[config.mk]
export PLATFORM = sky130hd
export DESIGN_NAME = port_collect_flat
export DESIGN_NICKNAME = d
export VERILOG_FILES = /design/src/rtl/port_collect_pkg.sv /design/src/rtl/port_collect_if.sv /design/src/rtl/port_collect_fifo.sv /design/src/rtl/port_collect.sv /design/src/flat_wrapper.sv
export SDC_FILE = /design/constraint.sdc
export NUM_CORES = 1
export LEC_CHECK = 0
export BUFFER_PORTS_ARGS = -buffer_cell sky130_fd_sc_hd__buf_4
export CORE_MARGIN = 8
export CORE_UTILIZATION = 59
export CTS_CLUSTER_DIAMETER = 200
export DETAILED_ROUTE_END_ITERATION = 12
export PLACE_DENSITY = 0.87
export SLEW_MARGIN = 20
export SYNTH_ARGS = -nofsm -noshare
export SYNTH_HDL_FRONTEND = slang
export SYNTH_SLANG_ARGS = --single-unit
[constraint.sdc]
create_clock -name clock -period 3.22 [get_ports clock]
set_input_delay 0.644 -clock clock [delete_from_list [all_inputs] [get_ports clock]]
set_output_delay 0.644 -clock clock [all_outputs]
set_load 0.1 [all_outputs]
[src/rtl/port_collect_pkg.sv]
// port_collect_pkg: shared widths, collector states and the FIFO entry layout.
// Entries are sized for the widest supported word; narrower builds leave upper bits zero.
package port_collect_pkg;
    localparam int NUM_PORTS = 4;
    localparam int PORT_W = 2;
    localparam int MAX_W = 16;
    localparam int MAX_CW = 5;
    typedef enum logic {IDLE, COLLECT} state_e;
    typedef struct packed {
        logic [MAX_W-1:0]  data;
        logic [PORT_W-1:0] port;
        logic [MAX_CW-1:0] count;
        logic              last;
    } entry_t;
endpackage

[src/rtl/port_collect_if.sv]
// port_collect_if: word stream from the collector FIFO toward the per-port packet logic.
interface port_collect_if import port_collect_pkg::*; #(parameter int DATA_W = 8);
    localparam int CW = $clog2(DATA_W + 1);
    logic              out_valid;
    logic              out_ready;
    logic [DATA_W-1:0] out_data;
    logic [PORT_W-1:0] out_port;
    logic [CW-1:0]     out_count;
    logic              out_last;
    modport master(output out_valid, out_data, out_port, out_count, out_last, input out_ready);
    modport slave(input out_valid, out_data, out_port, out_count, out_last, output out_ready);
endinterface

[src/rtl/port_collect_fifo.sv]
// pc_fifo: synchronous FIFO; head is read straight from storage flops and reads as zero when empty.
module pc_fifo #(
    parameter int W = 8,
    parameter int DEPTH = 4
) (
    input  logic         clock,
    input  logic         rst,
    input  logic         push,
    input  logic [W-1:0] din,
    output logic         full,
    input  logic         pop,
    output logic [W-1:0] dout,
    output logic         empty
);
    localparam int AW = $clog2(DEPTH);
    logic [W-1:0] mem_q [DEPTH];
    logic [AW-1:0] wr_q, wr_d, rd_q, rd_d;
    logic [AW:0] cnt_q, cnt_d;
    logic do_push, do_pop;
    always_comb begin
        empty = cnt_q == '0;
        full = cnt_q == (AW+1)'(DEPTH);
        do_pop = pop && !empty;
        // a pop in the same cycle frees the slot, so a full FIFO still accepts
        do_push = push && (!full || do_pop);
        wr_d = wr_q + AW'(do_push);
        rd_d = rd_q + AW'(do_pop);
        cnt_d = cnt_q + (AW+1)'(do_push) - (AW+1)'(do_pop);
        dout = empty ? '0 : mem_q[rd_q];
    end
    always_ff @(posedge clock) begin
        if (rst) begin
            wr_q <= '0;
            rd_q <= '0;
            cnt_q <= '0;
        end else begin
            wr_q <= wr_d;
            rd_q <= rd_d;
            cnt_q <= cnt_d;
        end
    end
    always_ff @(posedge clock)
        if (do_push) mem_q[wr_q] <= din;
endmodule

[src/rtl/port_collect.sv]
// port_collect: reassembles demux serial payload bits into tagged words and queues them.
// A full word is only pushed once the next bit proves the frame continues, so last is always exact.
module port_collect import port_collect_pkg::*; #(
    parameter int DATA_W = 8,
    parameter int FIFO_DEPTH = 4
) (
    input  logic                 clock,
    input  logic                 rst,
    input  logic                 Valid,
    input  logic [NUM_PORTS-1:0] Serial_in,
    input  logic [PORT_W-1:0]    Port_number,
    port_collect_if.master       m,
    output logic                 overflow
);
    localparam int CW = $clog2(DATA_W + 1);
    localparam logic [CW-1:0] FULL_CNT = CW'(DATA_W);
    state_e state_q, state_d;
    logic [DATA_W-1:0] acc_q, acc_d;
    logic [CW-1:0] cnt_q, cnt_d;
    logic [PORT_W-1:0] port_q, port_d;
    logic push, pop, full, empty, bit_in;
    entry_t push_e, head;
    always_comb begin
        bit_in = Serial_in[state_q == IDLE ? Port_number : port_q];
        state_d = state_q;
        acc_d = acc_q;
        cnt_d = cnt_q;
        port_d = port_q;
        push = 1'b0;
        push_e.data = MAX_W'(acc_q);
        push_e.port = port_q;
        push_e.count = MAX_CW'(cnt_q);
        push_e.last = !Valid;
        if (state_q == IDLE) begin
            if (Valid) begin
                state_d = COLLECT;
                port_d = Port_number;
                acc_d = DATA_W'(bit_in);
                cnt_d = CW'(1);
            end
        end else if (!Valid) begin
            push = !rst;
            state_d = IDLE;
            acc_d = '0;
            cnt_d = '0;
        end else if (cnt_q == FULL_CNT) begin
            push = !rst;
            acc_d = DATA_W'(bit_in);
            cnt_d = CW'(1);
        end else begin
            acc_d = {acc_q[DATA_W-2:0], bit_in};
            cnt_d = cnt_q + 1'b1;
        end
        pop = m.out_valid && m.out_ready;
        overflow = push && full && !pop;
    end
    always_ff @(posedge clock) begin
        if (rst) begin
            state_q <= IDLE;
            acc_q <= '0;
            cnt_q <= '0;
            port_q <= '0;
        end else begin
            state_q <= state_d;
            acc_q <= acc_d;
            cnt_q <= cnt_d;
            port_q <= port_d;
        end
    end
    pc_fifo #(.W($bits(entry_t)), .DEPTH(FIFO_DEPTH)) u_fifo (
        .clock(clock),
        .rst(rst),
        .push(push),
        .din(push_e),
        .full(full),
        .pop(pop),
        .dout(head),
        .empty(empty)
    );
    assign m.out_valid = !empty;
    assign m.out_data = DATA_W'(head.data);
    assign m.out_port = head.port;
    assign m.out_count = CW'(head.count);
    assign m.out_last = head.last;
endmodule

[src/flat_wrapper.sv]
// flat-port wrapper written by rule: the top's interface ports become plain ports
module port_collect_flat import port_collect_pkg::*;
#(
    parameter int DATA_W = 8,
    parameter int FIFO_DEPTH = 4
)
  (clock, rst, Valid, Serial_in, Port_number, overflow, m_out_valid, m_out_data, m_out_port, m_out_count, m_out_last, m_out_ready);
  port_collect_if #(.DATA_W(DATA_W)) m_i ();
  input  logic clock;
  input  logic rst;
  input  logic Valid;
  input  logic [NUM_PORTS-1:0] Serial_in;
  input  logic [PORT_W-1:0] Port_number;
  output logic overflow;
  output wire logic [$bits(m_i.out_valid)-1:0] m_out_valid;
  output wire logic [$bits(m_i.out_data)-1:0] m_out_data;
  output wire logic [$bits(m_i.out_port)-1:0] m_out_port;
  output wire logic [$bits(m_i.out_count)-1:0] m_out_count;
  output wire logic [$bits(m_i.out_last)-1:0] m_out_last;
  input wire logic [$bits(m_i.out_ready)-1:0] m_out_ready;
  assign m_out_valid = m_i.out_valid;
  assign m_out_data = m_i.out_data;
  assign m_out_port = m_i.out_port;
  assign m_out_count = m_i.out_count;
  assign m_out_last = m_i.out_last;
  assign m_i.out_ready = m_out_ready;
  port_collect #(.DATA_W(DATA_W), .FIFO_DEPTH(FIFO_DEPTH)) u_core (.clock(clock), .rst(rst), .Valid(Valid), .Serial_in(Serial_in), .Port_number(Port_number), .m(m_i), .overflow(overflow));
endmodule
==> results.py <==
metrics = {
    "run_status": {
        "status": "finished clean",
    },
    "placement": {
        "place_congestion": 0.755,
        "placed_area_sq_um": 3650,
        "post-dp-hpwl_microns": 3790,
        "io_buffers": 26,
        "pre_cts_slack_ps": 511,
    },
    "global_routing": {
        "grt_pass1_wl_microns": 9520,
        "grt_usage": 0.148,
        "antenna_found_initial": 0,
        "grt_max_degree": 24,
        "grt_overflow": 0,
        "grt_pass1_vias": 1967,
    },
    "sta": {
        "tns_ps": 0,
        "setup_violations": 0,
        "finClkSkew_ps": 10.8,
        "slew_headroom": 0.474,
        "rsz0062_at_grt": "false",
        "setup_slack_ps": 470,
        "drv_slew": 0,
        "hold_viol_final": 0,
        "finalCritPeriodShare": 0.854,
        "tightest_slew_ps": 788,
        "max_freq_mhz": 364,
        "period_minus_slack_ps": 2750,
    },
    "yosys": {
        "synth.ff_latch_count": 82,
        "ys_seq_area_frac": 0.664,
        "synth_cell_types": 36,
        "synth_top_area_cell": "edfxtp_1",
        "synthTopCellsByArea": "edfxtp_1 53%, dfxtp_1 13%, mux4_2 6.7%, mux4_1 3.9%, nor2b_1 3.7%",
        "synth_area_sq_um": 3380,
        "yosys_warnings": 0,
        "synth_cells": 217,
        "synth_area_per_cell_sq_um": 15.6,
        "yosysTopAreaCellShare": 0.533,
        "syn-num-nets": 234,
    },
    "final_layout": {
        "finalInstanceArea_sq_um": 3890,
        "area_growth_pct": 15.2,
        "final_common_cell": "edfxtp_1",
        "most-common-layout-cells": "60 x edfxtp_1, 31 x buf_4, 22 x dfxtp_1, 21 x nor2_1, 20 x nor2b_1",
        "num_antenna_cells": 0,
        "num-nets-final": 267,
        "layout-drive-gt1-share": 0.251,
        "nFillCells": 361,
    },
    "route": {
        "drt-total-wl_microns": 5840,
        "detail_route.drc_violations": 0,
        "wl_per_cell_microns": 17.9,
        "viasPerCell": 5.65,
        "firstDrtPassIters": 5,
        "dr_total_vias": 1846,
        "drtAntennaViolNets": 0,
        "drtIter0Drc": 157,
    },
    "pwr": {
        "power_mw": 3.60,
        "p_leak_nw": 1.37,
        "power_density_nw_per_um2": 925,
        "peakVddDrop_uv": 672,
    },
    "clocking": {
        "cts_made_buffers": 9,
        "clk-insertion-delay-late_ps": 340,
        "cts_hold_buffers": 0,
        "cts_resized": 0,
        "post_cts_buffers": 0,
        "cts_max_level": 3,
        "clkTransAtPathRegs_ps": 70,
        "cts_tree": "yes",
        "cts-root-buf": "clkbuf_8",
        "clockBufferDepth": 2,
        "clock-sinks": 82,
    },
    "worst_hold_path": {
        "whs_path_depth": 0,
        "hold_start": "u_core.acc_q[7]$_SDFFE_PP0P_",
        "hold_path_end": "u_core.u_fifo.mem_q[2][14]$_DFFE_PP_",
        "min_path_type": "flop to flop",
    },
    "run": {
        "cap_viol_max_count": 0,
    },
    "setup_path": {
        "reg2reg_slack_ps": 670,
        "crit_slowest_cell": "mux4_1",
        "path_cells": "buf_12 -> mux4_1 -> nor2b_1 -> buf_4",
        "critPathBufInv": 2,
        "worstPathRequired_ps": 2580,
        "worstSetupEndpointType": "primary output",
        "critPathMaxStageDelay_ps": 580,
        "rr_worst_depth": 12,
        "critPathKind": "flop to primary output",
        "critPathMaxFanout": 11,
        "critPathLaunchType": "flop",
        "r2r-end": "u_core.u_fifo.cnt_q[2]$_SDFF_PP0_",
        "crit_cells": 4,
        "cp_data_arrival_time_ps": 2110,
        "r2r-start": "u_core.cnt_q[0]$_SDFFE_PP0P_",
        "cp_top_family": "multiplexers",
    },
    "floorplan": {
        "die_area_sq_um": 8400,
        "die_w_microns": 91.7,
        "ioPinCount": 27,
        "die_h_microns": 91.7,
        "rows": 27,
        "core_area_sq_um": 5510,
        "initial_core_util": 0.613,
    },
}
## stage by stage
step	hold slack [ps]	utilization	cells
floorplan	461	-	217
CTS	522	0.707	327
detailed placement	501	0.663	311
global route	544	0.707	327
finish	524	0.707	327
global placement	514	0.663	311
## sequential cells by signal, indices dropped and copies added, names as in the netlist
name,count
u_core.state_q,1
u_core.u_fifo.mem_q,60
u_core.acc_q,8
u_core.u_fifo.cnt_q,3
u_core.u_fifo.wr_q,2
u_core.u_fifo.rd_q,2
u_core.port_q,2
u_core.cnt_q,4
## Yosys cell counts
cell type	count
nand2_1	7
a22oi_1	7
o21ai_0	2
nand3_1	3
nor2b_4	3
ha_1	6
mux4_1	5
inv_1	9
buf_4	1
a32oi_1	2
o22ai_1	1
buf_12	1
nor3_1	1
edfxtp_1	60
mux4_2	10
nand2b_1	6
dfxtp_1	22
nor2b_1	20
nor3_4	1
a2bb2oi_1	1
buf_2	3
nor4b_1	1
fa_1	1
inv_2	1
nand3b_1	2
a31oi_1	1
xnor2_1	4
buf_6	2
mux2_2	1
clkbuf_1	3
and2_1	1
a21oi_1	5
and3_1	1
or3_1	1
a32o_1	1
nor2_1	21
## how the worst max path moves through the flow
stage | start | to | slack [ps]
after floorplan | u_core.u_fifo.rd_q[1]$_SDFF_PP0_ | m_out_data[0] | 330
after detailed placement | rst | u_core.u_fifo.cnt_q[2]$_SDFF_PP0_ | 510
final | u_core.u_fifo.rd_q[0]$_SDFF_PP0_ | m_out_last | 470
after CTS | u_core.u_fifo.rd_q[0]$_SDFF_PP0_ | m_out_last | 430
after global placement | rst | u_core.u_fifo.cnt_q[2]$_SDFF_PP0_ | 620
after global routing | u_core.u_fifo.rd_q[0]$_SDFF_PP0_ | m_out_last | 360
## layout make-up
cell class	instances	area [sq um]	share of cell area
Clock inverter	2	37.5	0.00964
Tap cell	72	90.1	0.0231
Sequential cell	82	2240	0.576
Timing Repair Buffer	32	253	0.0649
Multi-Input combinational cell	115	1030	0.264
Inverter	10	37.5	0.00964
Clock buffer	14	205	0.0527
## per-layer routing
| metal | routed length [microns] | vias up | track usage | part of all wire |
|---|---|---|---|---|
| met5 | 0 | - | 0 | 0 |
| met4 | 68 | 0 | 0.0668 | 0.012 |
| met2 | 3100 | 67 | 0.255 | 0.53 |
| li1 | - | 868 | - | - |
| met3 | 323 | 7 | 0.0481 | 0.055 |
| met1 | 2350 | 904 | 0.163 | 0.40 |
## worst register-to-register path: cells and delay by family, from the launching register on
kind | cells | cell delay, ps
buf+inv | 2 | 150
flops | 1 | 380
compound gates | 1 | 240
fa+ha+maj | 4 | 1000
xor+xnor | 2 | 320
simple gates | 3 | 340
## cells by family after synthesis
group / count (synthesis) / share of synthesized area
DFF: 82 / 0.664
and+or+nand+nor: 68 / 0.115
AOI/OAI and AO/OA: 20 / 0.0404
buffers and inverters: 20 / 0.0337
muxes: 16 / 0.109
adders and majority gates: 7 / 0.0281
xor gates and xnor gates: 4 / 0.0104
## where the power goes
part	internal (mW)	switching (mW)	total, mW
Sequential	1.16	0.0674	1.23
Clock	0.495	0.342	0.837
Combinational	0.430	1.11	1.54
(Power assumes the default switching activity.)
